$ cat src/rtl/pipe_pkg.sv
// Shared types for the pipeline stage registers.
package pipe_pkg;

  // Packed control bundle carried from decode to execute.
  typedef struct packed {
    logic       resultSrc;
    logic       memWrite;
    logic [1:0] memType;
    logic       AUIPC;
    logic       branchSrc;
    logic [3:0] ALUCtrl;
    logic       JALR;
    logic [2:0] funct3;
    logic       memSign;
  } ctrl_t;

  localparam int unsigned CTRL_W = $bits(ctrl_t);

  // Occupancy of a stage buffer.
  typedef enum logic [1:0] {
    ST_EMPTY = 2'd0,
    ST_ONE   = 2'd1,
    ST_FULL  = 2'd2
  } state_e;

endpackage

$ cat src/rtl/stage_skid_buf.sv
// Generic pipeline stage buffer with valid/ready handshake and flush.
// SKID != 0: two entries, registered ready_o (no path from ready_i).
// SKID == 0: single entry, combinational ready_o.
// All state updates on the falling edge; reset is synchronous active-low.
module stage_skid_buf
  import pipe_pkg::*;
#(
  parameter int unsigned PAYLOAD_W = 8,
  parameter int unsigned SKID      = 1
) (
  input  logic                 clk,
  input  logic                 rst_n,
  input  logic                 flush_i,
  input  logic                 valid_i,
  output logic                 ready_o,
  input  logic [PAYLOAD_W-1:0] data_i,
  output logic                 valid_o,
  input  logic                 ready_i,
  output logic [PAYLOAD_W-1:0] data_o
);

  state_e                 state_q, state_d;
  logic [PAYLOAD_W-1:0]   main_q, main_d;
  logic [PAYLOAD_W-1:0]   skid_q, skid_d;
  logic                   rdy_q;
  logic                   accept;
  logic                   drain;

  assign valid_o = (state_q != ST_EMPTY);
  assign data_o  = main_q;
  assign ready_o = (SKID != 0) ? rdy_q : (!valid_o || ready_i);
  assign accept  = valid_i && ready_o;
  assign drain   = valid_o && ready_i;

  // Next-state: flush squashes everything, including a same-edge accept.
  always_comb begin
    state_d = state_q;
    main_d  = main_q;
    skid_d  = skid_q;
    if (flush_i) begin
      state_d = ST_EMPTY;
    end else begin
      case (state_q)
        ST_EMPTY: begin
          if (accept) begin
            state_d = ST_ONE;
            main_d  = data_i;
          end
        end
        ST_ONE: begin
          if (accept && drain) begin
            main_d = data_i;
          end else if (accept && (SKID != 0)) begin
            state_d = ST_FULL;
            skid_d  = data_i;
          end else if (drain) begin
            state_d = ST_EMPTY;
          end
        end
        ST_FULL: begin
          // ready_o is low here, so no accept can coincide
          if (drain) begin
            state_d = ST_ONE;
            main_d  = skid_q;
          end
        end
        default: state_d = ST_EMPTY;
      endcase
    end
  end

  // State registers, falling edge with synchronous reset.
  always_ff @(negedge clk) begin
    if (!rst_n) begin
      state_q <= ST_EMPTY;
      main_q  <= '0;
      skid_q  <= '0;
      rdy_q   <= 1'b1;
    end else begin
      state_q <= state_d;
      main_q  <= main_d;
      skid_q  <= skid_d;
      rdy_q   <= (state_d != ST_FULL);
    end
  end

endmodule

$ cat src/rtl/id_ex_stage_reg.sv
// Decode-to-execute pipeline register: handshake, skid buffer, flush-to-bubble
// and a saturating bubble counter. Ctrl is zeroed whenever the output is a bubble
// so memWrite/branch/JALR stay inert on squashed or empty slots.
module id_ex_stage_reg
  import pipe_pkg::*;
#(
  parameter int unsigned DATA_WIDTH = 32,
  parameter int unsigned CTRL_WIDTH = 15,
  parameter int unsigned REG_IDX_W  = 5,
  parameter int unsigned SKID       = 1,
  parameter int unsigned CNT_WIDTH  = 16
) (
  input  logic                  clk,
  input  logic                  rst_n,
  input  logic                  validD_i,
  output logic                  readyD_o,
  input  logic                  flushE_i,
  input  logic [CTRL_WIDTH-1:0] ctrlD_i,
  input  logic [DATA_WIDTH-1:0] PCD_i,
  input  logic [DATA_WIDTH-1:0] RD1D_i,
  input  logic [DATA_WIDTH-1:0] RD2D_i,
  input  logic [DATA_WIDTH-1:0] ImmExtD_i,
  input  logic [REG_IDX_W-1:0]  rs1D_i,
  input  logic [REG_IDX_W-1:0]  rs2D_i,
  input  logic [REG_IDX_W-1:0]  rdD_i,
  output logic                  validE_o,
  input  logic                  readyE_i,
  output logic [CTRL_WIDTH-1:0] ctrlE_o,
  output logic [DATA_WIDTH-1:0] PCE_o,
  output logic [DATA_WIDTH-1:0] RD1E_o,
  output logic [DATA_WIDTH-1:0] RD2E_o,
  output logic [DATA_WIDTH-1:0] ImmExtE_o,
  output logic [REG_IDX_W-1:0]  rs1E_o,
  output logic [REG_IDX_W-1:0]  rs2E_o,
  output logic [REG_IDX_W-1:0]  rdE_o,
  output logic [CNT_WIDTH-1:0]  bubbleCnt_o
);

  localparam int unsigned PAYLOAD_W = CTRL_WIDTH + 4 * DATA_WIDTH + 3 * REG_IDX_W;

  logic [PAYLOAD_W-1:0]  payload_d;
  logic [PAYLOAD_W-1:0]  payload_q;
  logic [CTRL_WIDTH-1:0] ctrl_raw;
  logic [CNT_WIDTH-1:0]  bubble_cnt_q;

  assign payload_d = {ctrlD_i, PCD_i, RD1D_i, RD2D_i, ImmExtD_i, rs1D_i, rs2D_i, rdD_i};

  stage_skid_buf #(
    .PAYLOAD_W (PAYLOAD_W),
    .SKID      (SKID)
  ) u_buf (
    .clk     (clk),
    .rst_n   (rst_n),
    .flush_i (flushE_i),
    .valid_i (validD_i),
    .ready_o (readyD_o),
    .data_i  (payload_d),
    .valid_o (validE_o),
    .ready_i (readyE_i),
    .data_o  (payload_q)
  );

  assign {ctrl_raw, PCE_o, RD1E_o, RD2E_o, ImmExtE_o, rs1E_o, rs2E_o, rdE_o} = payload_q;
  assign ctrlE_o     = validE_o ? ctrl_raw : '0;
  assign bubbleCnt_o = bubble_cnt_q;

  // Count edges that see a bubble at the output; saturate, clear only on reset.
  always_ff @(negedge clk) begin
    if (!rst_n) begin
      bubble_cnt_q <= '0;
    end else if (!validE_o && (bubble_cnt_q != '1)) begin
      bubble_cnt_q <= bubble_cnt_q + 1'b1;
    end
  end

endmodule
$ cat config.mk
export PLATFORM = sky130hd
export DESIGN_NAME = id_ex_stage_reg
export DESIGN_NICKNAME = d
export VERILOG_FILES = /design/src/rtl/pipe_pkg.sv /design/src/rtl/stage_skid_buf.sv /design/src/rtl/id_ex_stage_reg.sv
export SDC_FILE = /design/constraint.sdc
export NUM_CORES = 1
export LEC_CHECK = 0
export CAP_MARGIN = 20
export CORE_MARGIN = 2
export CORE_UTILIZATION = 51
export DETAILED_ROUTE_END_ITERATION = 7
export DONT_BUFFER_PORTS = 1
export GPL_TIMING_DRIVEN = 0
export PLACE_DENSITY = 0.75
export SETUP_SLACK_MARGIN = 0.02
export SYNTH_ARGS = -nofsm -noshare
export SYNTH_HDL_FRONTEND = slang
export SYNTH_SLANG_ARGS = --single-unit
$ cat constraint.sdc
create_clock -name clk -period 2.7 [get_ports clk]
set_input_delay 0 -clock clk [delete_from_list [all_inputs] [get_ports clk]]
set_output_delay 0 -clock clk [all_outputs]
set_load 0.01 [all_outputs]
* Word level (Yosys, flattened, before mapping)
Index checks and enable logic that the tools add are counted.
Cells by class: add/subtract/negate cells 1, multiply operators 0, divide/modulo/power cells 0, magnitude comparators 0, equal/unequal tests 7, shifts and indexed selects 0, muxes and demuxes 12, bitwise logic cells 2, reductions and logical operators 10
Operator list (number):
- 2-to-1 mux 158 bit | 3
- case mux 158 bit (3 select lines) | 1
- adder 16 x 1 -> 16 bit, second input constant | 1
- inequality test 16 bit, second input constant | 1
- 2-to-1 mux 15 bit | 1
- 2-to-1 mux 2 bit | 6
- inequality test 2 x 1 -> 1 bit, second input constant | 3
- case mux 2 bit (3 select lines) | 1
- AND reduction 5 bit | 1
- logical AND 1 bit | 4
- AND reduction 4 bit | 1
- nonzero test 3 bit | 1
- equality test 2 x 1 -> 1 bit, second input constant | 1
- equality test 2 bit, second input constant | 1
- zero test 2 bit | 1
- inequality test 2 bit, second input constant | 1
- inverter 1 bit | 2
- nonzero test 2 bit | 1
- zero test 1 bit | 1
Word-level totals: register bits after elaboration 335, latch bits 0, bits in writable memories 0, memory bits (read-only) 0, output and inout port bits 176, logic and storage cells 37, memories 0

* Depth between registers and ports, before layout
depth after elaboration 8, mapped depth 9

* Hierarchy
Synthesis repeated with hierarchy kept, for this count alone.
Unflattened totals: cell total of the unflattened synthesis 1700, area, all modules 14034.7 µm²
By module, submodules not included:
- stage_skid_buf | instances 1, cells an instance 1586, area each 13100.1 µm²
- id_ex_stage_reg | instances 1, cells an instance 114, area each 934.6 µm²

==> key figures <==
Clock tree
  • Worst skew pair latency: 0.59 ns
  • Root buf cell: clkbuf_16
  • Clock transition at path regs: 0.03 ns
  • Clk sink count: 335
  • Number of buffers created by CTS: 38
  • H-tree depth: 2
  • Clk buf depth: 3
  • CTS tree: done
  • Hold buffers post-CTS: 0

Critical path
  • Worst setup path start: u_buf.state_q[1]
  • Worst r2r src: u_buf.state_q[0]
  • Critical path endpoint: ctrlE_o[4]
  • R2R Path End: u_buf.data_o[98]
  • Endpoint type of the worst setup path: primary output
  • Crit Path Class: register to primary output
  • Worst r2r path cells: 9
  • CP Launch Type: register
  • Top fanout value on the critical path: 6
  • WP data arrival: 2.80 ns
  • Req. time, crit path: 2.70 ns
  • Flop-to-flop setup slack: 0.14 ns

Floorplanning
  • Die Wd: 177.2 µm
  • Initial Util: 51.77%
  • I/O pin count: 339
  • CORE AREA: 0.02956 mm²
  • Die height: 177.2 µm
  • Std-Cell Rows: 63
  • Die ar.: 0.03141 mm²

Detailed routing
  • WL/cell: 17.66 µm
  • DRC: 0
  • 1st-pass router iterations: 5
  • DRT iter0 DRCs: 1160
  • Routed Antenna Nets: 0
  • Routed vias/inst: 5.663
  • WL final: 47320 µm
  • Via count: 15180

Timing
  • Final worst slack: -0.1010 ns
  • Max-slew violations: 0
  • RSZ-0062 raised after global routing: yes
  • Worst-Margin Slew: 0.6590 ns
  • Final clock skew: 0.02284 ns
  • Final TNS setup: -1.249 ns
  • Worst slew margin: 54.93%
  • # setup viols final: 16
  • Hold Vio Cnt, Final: 0
  • Min Hold Slack: 0.4497 ns

Power and ir drop
  • PwrDens: 711.8 mW/mm²
  • IR drop worst, VDD: 0.5003 mV
  • Tot Pwr: 13.20 mW
  • Cell internal pwr: 9.174 mW
  • Comb pwr share: 7.1%
  • Sw Ratio: 30.48%
  • Register share of total power: 39.7%
  • Switching power total: 4.022 mW
  • Clock power frac: 53.2%
  • Pleak: 8.182 nW

Final layout
  • Post-route cell area: 0.01854 mm²
  • Most frequent cells in the layout: nand2_1, inv_1, dfxtp_1
  • P&R area growth vs syn: 21.15%
  • Core Util, Final: 62.72%
  • Commonest non-fill, non-tap cell in the layout: nand2_1
  • Share of cells above drive strength 1: 15.51%
  • Nets: 2427
  • Final Non-Filler Cells: 2680

Synth
  • Cell accounting for the most synthesized area: dfxtp_1
  • Yosys top cell area share: 43.83%
  • Synthesized instance count: 1881
  • Seq/Total Area, Yosys: 43.83%
  • Synth Cell Area: 0.01530 mm²
  • Syn nets: 2045
  • Post-synthesis register bit count: 335
  • Synth cell types: 45
  • Synth area leaders: dfxtp_1, nand2_1, a2111oi_0, buf_4, a31o_1
  • Synth warn: 0
  • Mapped Avg Cell Area: 8.135 µm²

Place
  • DP Area: 0.01580 mm²
  • Routability Congestion: 0.8897
  • PortBufs: 0
  • Placed Instances: 2271
  • Pre-CTS setup slack: -1.254 ns
  • Dpl hpwl: 31350 µm

Flow run
  • MaxCap Viol Count: 0

Global route
  • Gr ovfl total: 0
  • First-pass GRT wire length: 73540 µm
  • Gr usage total: 29.06%
  • Initial antenna violation count: 0
  • Largest net degree at the start of global routing: 19
  • Vias in the first global route: 15050

Run status
  • Status: finished, violations left
  • Failing checks: setup timing

Min path
  • Min-delay worst type: register to register
==> worst min-delay path by stage <==
stage / start / end / slack, ns / depth (start not counted)
floorplan: u_buf.skid_q[0] / u_buf.skid_q[0] / 0.44 / 2
global placement: u_buf.skid_q[91] / u_buf.skid_q[91] / 0.44 / 2
detailed placement: u_buf.skid_q[94] / u_buf.skid_q[94] / 0.45 / 2
CTS: u_buf.skid_q[94] / u_buf.skid_q[94] / 0.45 / 2
global route: u_buf.skid_q[81] / u_buf.skid_q[81] / 0.46 / 2
finish: u_buf.skid_q[84] / u_buf.skid_q[84] / 0.45 / 2
==> metal layers <==
layer  wire [µm]  global-route usage (%)  vias to the layer above  share of wire [%]
met5           0                       0                        -                  0
met3        5522                   14.07                      106                 12
met4        1570                   14.91                        0                3.3
li1            -                       -                     7216                  -
met1       17900                   31.04                     7089                 38
met2       22330                   47.60                      765                 47
==> cells by family after synthesis <==
kind of cell / count (synthesis) / share of synthesized area [%]
mux: 7 / 0.4579
flops: 335 / 43.83
fa+ha+maj: 1 / 0.08175
simple gates: 707 / 18.29
compound gates: 501 / 24.55
buf+inv: 330 / 12.80
==> sequential cells by signal (all words and copies together) (netlist names) <==
register / count
u_buf.data_o: 158
u_buf.skid_q: 158
u_buf.ready_o: 1
u_buf.state_q: 2
bubbleCnt_o: 16
==> cell type report <==
class / count / area, µm²
Fill cell: 2574 / 11020
Multi-Input combinational cell: 1216 / 6770
Sequential cell: 335 / 6714
Buffer: 323 / 1989
Clock inverter: 362 / 1481
Clock buffer: 39 / 975.9
Tap cell: 390 / 488.0
Timing Repair Buffer: 9 / 98.84
Inverter: 5 / 18.77
Antenna cell: 1 / 2.502
==> cells in the mapped netlist <==
| cell type | n |
|---|---|
| a21boi_0 | 1 |
| nand4bb_1 | 1 |
| a21oi_1 | 165 |
| nand3_1 | 4 |
| a31o_2 | 37 |
| or3_1 | 2 |
| nand3b_1 | 1 |
| nor3_1 | 7 |
| nand2_1 | 644 |
| o41ai_1 | 1 |
| a211oi_1 | 1 |
| and3_1 | 3 |
| nor2b_1 | 16 |
| inv_2 | 1 |
| buf_2 | 53 |
| ha_1 | 1 |
| nand4_1 | 2 |
| o31ai_1 | 1 |
| nor4_1 | 3 |
| inv_1 | 5 |
| a311oi_1 | 3 |
| o31a_1 | 2 |
| or2_1 | 2 |
| clkbuf_1 | 110 |
| buf_6 | 15 |
| dfxtp_1 | 335 |
| or4_1 | 1 |
| mux2i_1 | 7 |
| a31o_1 | 121 |
| or2_2 | 1 |
| buf_1 | 2 |
| nand2b_1 | 10 |
| and3b_1 | 1 |
| a41oi_1 | 1 |
| a31oi_1 | 2 |
| a2111oi_0 | 158 |
| a211o_1 | 1 |
| buf_4 | 144 |
| or3b_1 | 1 |
| nor2_1 | 7 |
| o21bai_1 | 1 |
| nand4_2 | 1 |
| o21ai_0 | 4 |
| a22oi_4 | 1 |
| o2111ai_1 | 1 |
==> worst max-delay path: stages, from the launching register on <==
cell and delay, ns:
dfxtp_4 0.37, nor2_4 0.04, buf_12 0.13, buf_4 0.14, nor2b_4 0.19
==> power groups by stage <==
stage / clock (mW) / combinational (mW) / sequential (mW)
after floorplan: 0.750 / 0.689 / 5.26
after global placement: 0.750 / 0.872 / 5.29
after detailed placement: 0.750 / 0.887 / 5.29
after CTS: 7.21 / 0.927 / 5.23
after global routing: 7.83 / 1.02 / 5.24
final: 7.02 / 0.938 / 5.23
==> timing repair <==
action / 4_1_cts / 5_1_grt
pin swaps: 1 / 0
buffers inserted: 7 / 3
gates cloned: 1 / 0
gates resized for setup: 44 / 26
setup endpoints to repair: 288 / 171
No activity file was read; power rests on OpenSTA's default activity.
